`src/rtl/pbit_update_engine.sv`:
```
// Sequential p-bit update engine: one p-bit per run cycle, stochastic sign from a 16-bit Galois LFSR.
// Optional per-p-bit clamping when PBIT_CLAMP_EN is defined.
module pbit_update_engine #(
  parameter int unsigned N    = 4,
  parameter logic [15:0] SEED = 16'hACE1
) (
  input  logic                 clk,
  input  logic                 rst,
  input  logic                 run,
  input  logic [4*N-1:0]       act_in,
`ifdef PBIT_CLAMP_EN
  input  logic [N-1:0]         clamp_mask,
  input  logic [N-1:0]         clamp_val,
`endif
  output logic [N-1:0]         state_out,
  output logic [$clog2(N)-1:0] upd_idx,
  output logic                 sweep_done,
  output logic [15:0]          sweep_cnt
);

  localparam int unsigned IdxW = $clog2(N);
  localparam logic [IdxW-1:0] LastIdx = IdxW'(N - 1);
  // An all-zero Galois LFSR would lock up, so fall back to the default seed.
  localparam logic [15:0] SeedEff = (SEED == 16'h0000) ? 16'hACE1 : SEED;
  localparam logic [15:0] PolyMask = 16'hB400;

  logic [N-1:0]    state_q, state_d;
  logic [IdxW-1:0] idx_q, idx_d;
  logic [15:0]     lfsr_q, lfsr_d;
  logic            done_q, done_d;
  logic [15:0]     cnt_q, cnt_d;

  logic [3:0]      act_sel;
  logic [3:0]      rnd;
  logic [4:0]      sum;
  logic            new_bit;

  assign act_sel = act_in[{idx_q, 2'b00} +: 4];
  assign rnd     = lfsr_q[3:0];
  assign sum     = {act_sel[3], act_sel} + {rnd[3], rnd};

  always_comb begin
    new_bit = ~sum[4];
`ifdef PBIT_CLAMP_EN
    if (clamp_mask[idx_q]) new_bit = clamp_val[idx_q];
`endif
  end

  always_comb begin
    state_d = state_q;
    idx_d   = idx_q;
    lfsr_d  = lfsr_q;
    done_d  = 1'b0;
    cnt_d   = cnt_q;
    if (run) begin
      state_d[idx_q] = new_bit;
      lfsr_d         = (lfsr_q >> 1) ^ (lfsr_q[0] ? PolyMask : 16'h0000);
      if (idx_q == LastIdx) begin
        idx_d  = '0;
        done_d = 1'b1;
        cnt_d  = cnt_q + 16'd1;
      end else begin
        idx_d = idx_q + 1'b1;
      end
    end
  end

  always_ff @(posedge clk) begin
    if (rst) begin
      state_q <= '0;
      idx_q   <= '0;
      lfsr_q  <= SeedEff;
      done_q  <= 1'b0;
      cnt_q   <= '0;
    end else begin
      state_q <= state_d;
      idx_q   <= idx_d;
      lfsr_q  <= lfsr_d;
      done_q  <= done_d;
      cnt_q   <= cnt_d;
    end
  end

  assign state_out  = state_q;
  assign upd_idx    = idx_q;
  assign sweep_done = done_q;
  assign sweep_cnt  = cnt_q;

endmodule

```
`config.mk`:
```
export PLATFORM = sky130hd
export DESIGN_NAME = pbit_update_engine
export DESIGN_NICKNAME = d
export VERILOG_FILES = /design/src/rtl/pbit_update_engine.sv
export SDC_FILE = /design/constraint.sdc
export NUM_CORES = 1
export LEC_CHECK = 0
export BUFFER_PORTS_ARGS = -buffer_cell sky130_fd_sc_hd__buf_2
export CAP_MARGIN = 5
export CORE_ASPECT_RATIO = 0.75
export CORE_MARGIN = 2
export CORE_UTILIZATION = 49
export CTS_BUF_LIST = sky130_fd_sc_hd__clkbuf_8
export CTS_CLUSTER_DIAMETER = 150
export DETAILED_ROUTE_END_ITERATION = 8
export PLACE_DENSITY = 0.76
export SLEW_MARGIN = 20
export SYNTH_ARGS = -nofsm -noshare
export SYNTH_HDL_FRONTEND = slang
export SYNTH_SLANG_ARGS = --single-unit
```
`constraint.sdc`:
```
create_clock -name clk -period 2.3 [get_ports clk]
set_clock_uncertainty 0.15 [all_clocks]
set_input_delay 0.23 -clock clk [delete_from_list [all_inputs] [get_ports clk]]
set_output_delay 0.23 -clock clk [all_outputs]
set_load 0.02 [all_outputs]
```
==> metrics.md <==
| Metric | Value |
|---|---|
| Period utilization | roughly 90% |
| Flip-flop and latch count after synthesis | 39 |
| Syn_nets | 221 |
| Unique masters post-synth | 31 |
| Sort of element at the start of the critical path | flop |
| RD Place Congestion | 0.765 |
| DIE HEIGHT | 57.1 um |
| Setup CP Type | reg2reg |
| Arrival time reported for the critical path endpoint | ~2.2 ns |
| Final net count | between 200 and 300 |
| Synth Instances | 194 |
| Layout-stage area growth over the synthesis result | 19.6% |
| Share of synthesized flip-flops with an asynchronous set or reset | 0% |
| Max-capacitance violation count | 0 |
| List of most frequent post-synthesis cells | 39 x dfxtp_1, 30 x nor2_1, 11 x nor2b_1, 10 x nand2_1, 10 x xnor2_1 |
| Crit-path max FO | 5 |
| Hold violation count in the final report | 0 |
| DRC violations left | 0 |
| Cell accounting for the most synthesized area | dfxtp_1 |
| TritonCTS clock tree | yes |
| Fmax | 0.481 GHz |
| M1 wire length | 1630 um |
| Number of failing setup endpoints in the final timing report | 0 |
| DR top layer | met4 |
| First-pass iteration count of the detailed router | 5 |
| PortBufs | 41 |
| Insertion delay to the later sink of the worst-skew pair | 0.29 ns |
| Crit path largest cell delay | 0.51 ns |
| Slowest cell on crit path | mux4_2 |
| Clock period minus final worst setup slack | 2.08 ns |
| Hold crit path type | in2reg |
| Portion of synthesized cell area occupied by the leading cell type | 42.4% |
| Cell chain of the critical path | mux4_2 > ha_1 > nor2b_1 > a311oi_1 > a21oi_2 > o21ai_0 |
| Cell area after technology mapping | 1840 um2 |
| Most common flop cell mapped by yosys | dfxtp_1 |
| Antenna violations before repair | 0 |
| Diode count | 0 |
| Leak Pwr | 0.986 nW |
| Routed wire length | around 3300 um |
| Reg-to-reg slack, setup | 0.22 ns |
| Count leader, synth | dfxtp_1 |
| Routed length on met2 | 1480 um |
| Run status | finished, final reports clean |
| Detailed router's first-iteration violation count | 89 |
| Post-CTS clock slew at the launch and capture registers of the worst setup and hold paths | 0.08 ns |
| Total overflow reported by the global router | 0 |
| Multi-input gate area in the final layout | 996 um2 |
| Detailed Place HPWL | 2360 um |
| EDFF count, synth | 0 |
| Core Rows | 19 |
| Vias per cell | ~5 |
| Synth Warn # | 0 |
| GRT Overall Usage | about 17% |
| Sum of negative setup slack | 0 ns |
| Power Dens Cells | 598 nW/um2 |
| Met3 WL | 151 um |
| Starting utilization of the core area | between 50 and 60% |
| Required time of the critical path | 2.37 ns |
| Crit end category | flop |
| Root cell of the clock tree | clkbuf_8 |
| Count of pins over their slew limit | 0 |
| Clock sinks | 39 |
| Core area | 3640 um2 |
| Global-route wire length before repair | between 5000 and 6000 um |
| Number of levels in the clock H-tree | 2 |
| Count of boundary I/O pins | 42 |
| DP Area | 2120 um2 |
| CTS max path bufs | 2 |
| Vias in the first global route | 1,312 |
| Portion of the post-synthesis area used by sequential elements | 42.4% |
| Horiz. Die Dim | 74.8 um |
| Worst relative slew slack | a little over two thirds |
| ANT nets after route | 0 |
| Hold-fix buffers, CTS | 0 |
| Maximum number of pins on one net before global-route repair | 29 |
| Average cell area after synthesis | 9.50 um2 |
| Overall power after layout | 1.32 mW |
| Fill count | 323 |
| Storage cell area | between 700 and 800 um2 |
| Post-route standard cell area excluding fillers | 2200 um2 |
| Top cells by area, synth | dfxtp_1 42%, nor2_1 6.1%, ha_1 5.4%, mux2i_1 4.9%, mux4_2 4.9% |
| Wire length per cell after detailed routing | 11.4 um |
| DIE AREA | 4270 um2 |
| Slew at the pin closest to its max-slew limit | about 0.46 ns |
| Vias after detailed routing | 1,454 |
| Number of clock buffers inserted by TritonCTS | 5 |
| RSZ-0062 raised after global routing | no |
| Layout cell share with drive strength beyond 1 | about 28% |
| Highest ir drop seen on vdd | just over 0.0004 V |
sequential cells by signal, summed over array words and instances (netlist names):
name        count
lfsr_q         16
state_out       4
sweep_cnt      16
sweep_done      1
upd_idx         2
power by group:
group	leakage, nW	total, mW	switching [mW]	internal (mW)
Combinational	0.617	0.163	0.0790	0.0836
Sequential	0.319	0.723	0.0201	0.703
Clock	0.0505	0.432	0.229	0.204
Total	0.986	1.32	0.328	0.990
metal layers:
layer	global-route usage (%)	up-vias
met4	7.65	0
met1	22.6	672
li1	-	748
met2	26.8	26
met5	0	-
met3	4.77	8
kinds of logic (layout without fill, tap and decap cells):
group                      Yosys count  in the layout  synth area share [%]
AOI/OAI and AO/OA                   20             20                  6.99
muxes                               17             17                  12.4
xor gates and xnor gates            12             12                  5.70
buffers and inverters               17             62                  3.80
DFF                                 39             39                  42.4
adders and majority gates            8              8                  5.43
and+or+nand+nor                     81             81                  23.3
cell usage in the layout (no fill, tap or decap), drive strengths merged, types with 5 or more instances in the layout:
cell type,synthesis,final
nand2,10,10
buf,5,48
nor2b,11,11
o21ai,6,6
a211o,6,6
inv,6,8
ha,8,8
mux2i,9,9
dfxtp,39,39
xnor2,10,10
nand3,10,10
nor2,30,30
a21oi,6,6
clkbuf,6,5
nor3,5,5
what timing repair did:
| item | 4_1_cts | 5_1_grt |
|---|---|---|
| endpoints found under the setup margin | 0 | 4 |
| resized for setup | 0 | 2 |
| setup buffers | 0 | 0 |
critical path: cells and delay by family, from the launching register on:
| kind | cells | cell delay, ns |
|---|---|---|
| multiplexers | 1 | 0.51 |
| adder cells (fa/ha/maj) | 1 | 0.30 |
| AND/OR/NAND/NOR | 1 | 0.13 |
| flip-flops | 1 | 0.39 |
| AO/OA/AOI/OAI | 3 | 0.53 |
layout make-up:
class / count / area share (%)
flip-flops and latches: 39 / 35.5
clock inverters: 3 / 0.568
multi-input cells: 138 / 45.2
well taps: 52 / 2.95
clock buffers: 5 / 3.12
inverters: 6 / 1.02
repair buffers: 48 / 11.7
worst paths after layout:
kind	from	end	depth (start not counted)
setup / recovery	upd_idx[0]$_SDFFE_PP0P_	state_out[1]$_SDFFE_PP0P_	6
hold / removal	run	sweep_cnt[1]$_SDFFE_PP0P_	3
setup reg to reg	upd_idx[0]$_SDFFE_PP0P_	state_out[1]$_SDFFE_PP0P_	6
hold reg to reg	lfsr_q[7]$_SDFFE_PP1P_	lfsr_q[6]$_SDFFE_PP1P_	1
through the flow:
stage          setup slack (ns)  std cells  util [%]  hold WS, ns
5_1_grt                  0.0399        291      60.6        0.198
3_5_place_dp              0.101        283      58.2        0.300
4_1_cts                  0.0895        291      60.5        0.168
6_report                  0.219        291      60.6        0.176
2_1_floorplan            0.0390        194         -        0.281
3_3_place_gp              0.147        283      58.2        0.294
No activity file was read; power rests on OpenSTA's default activity.
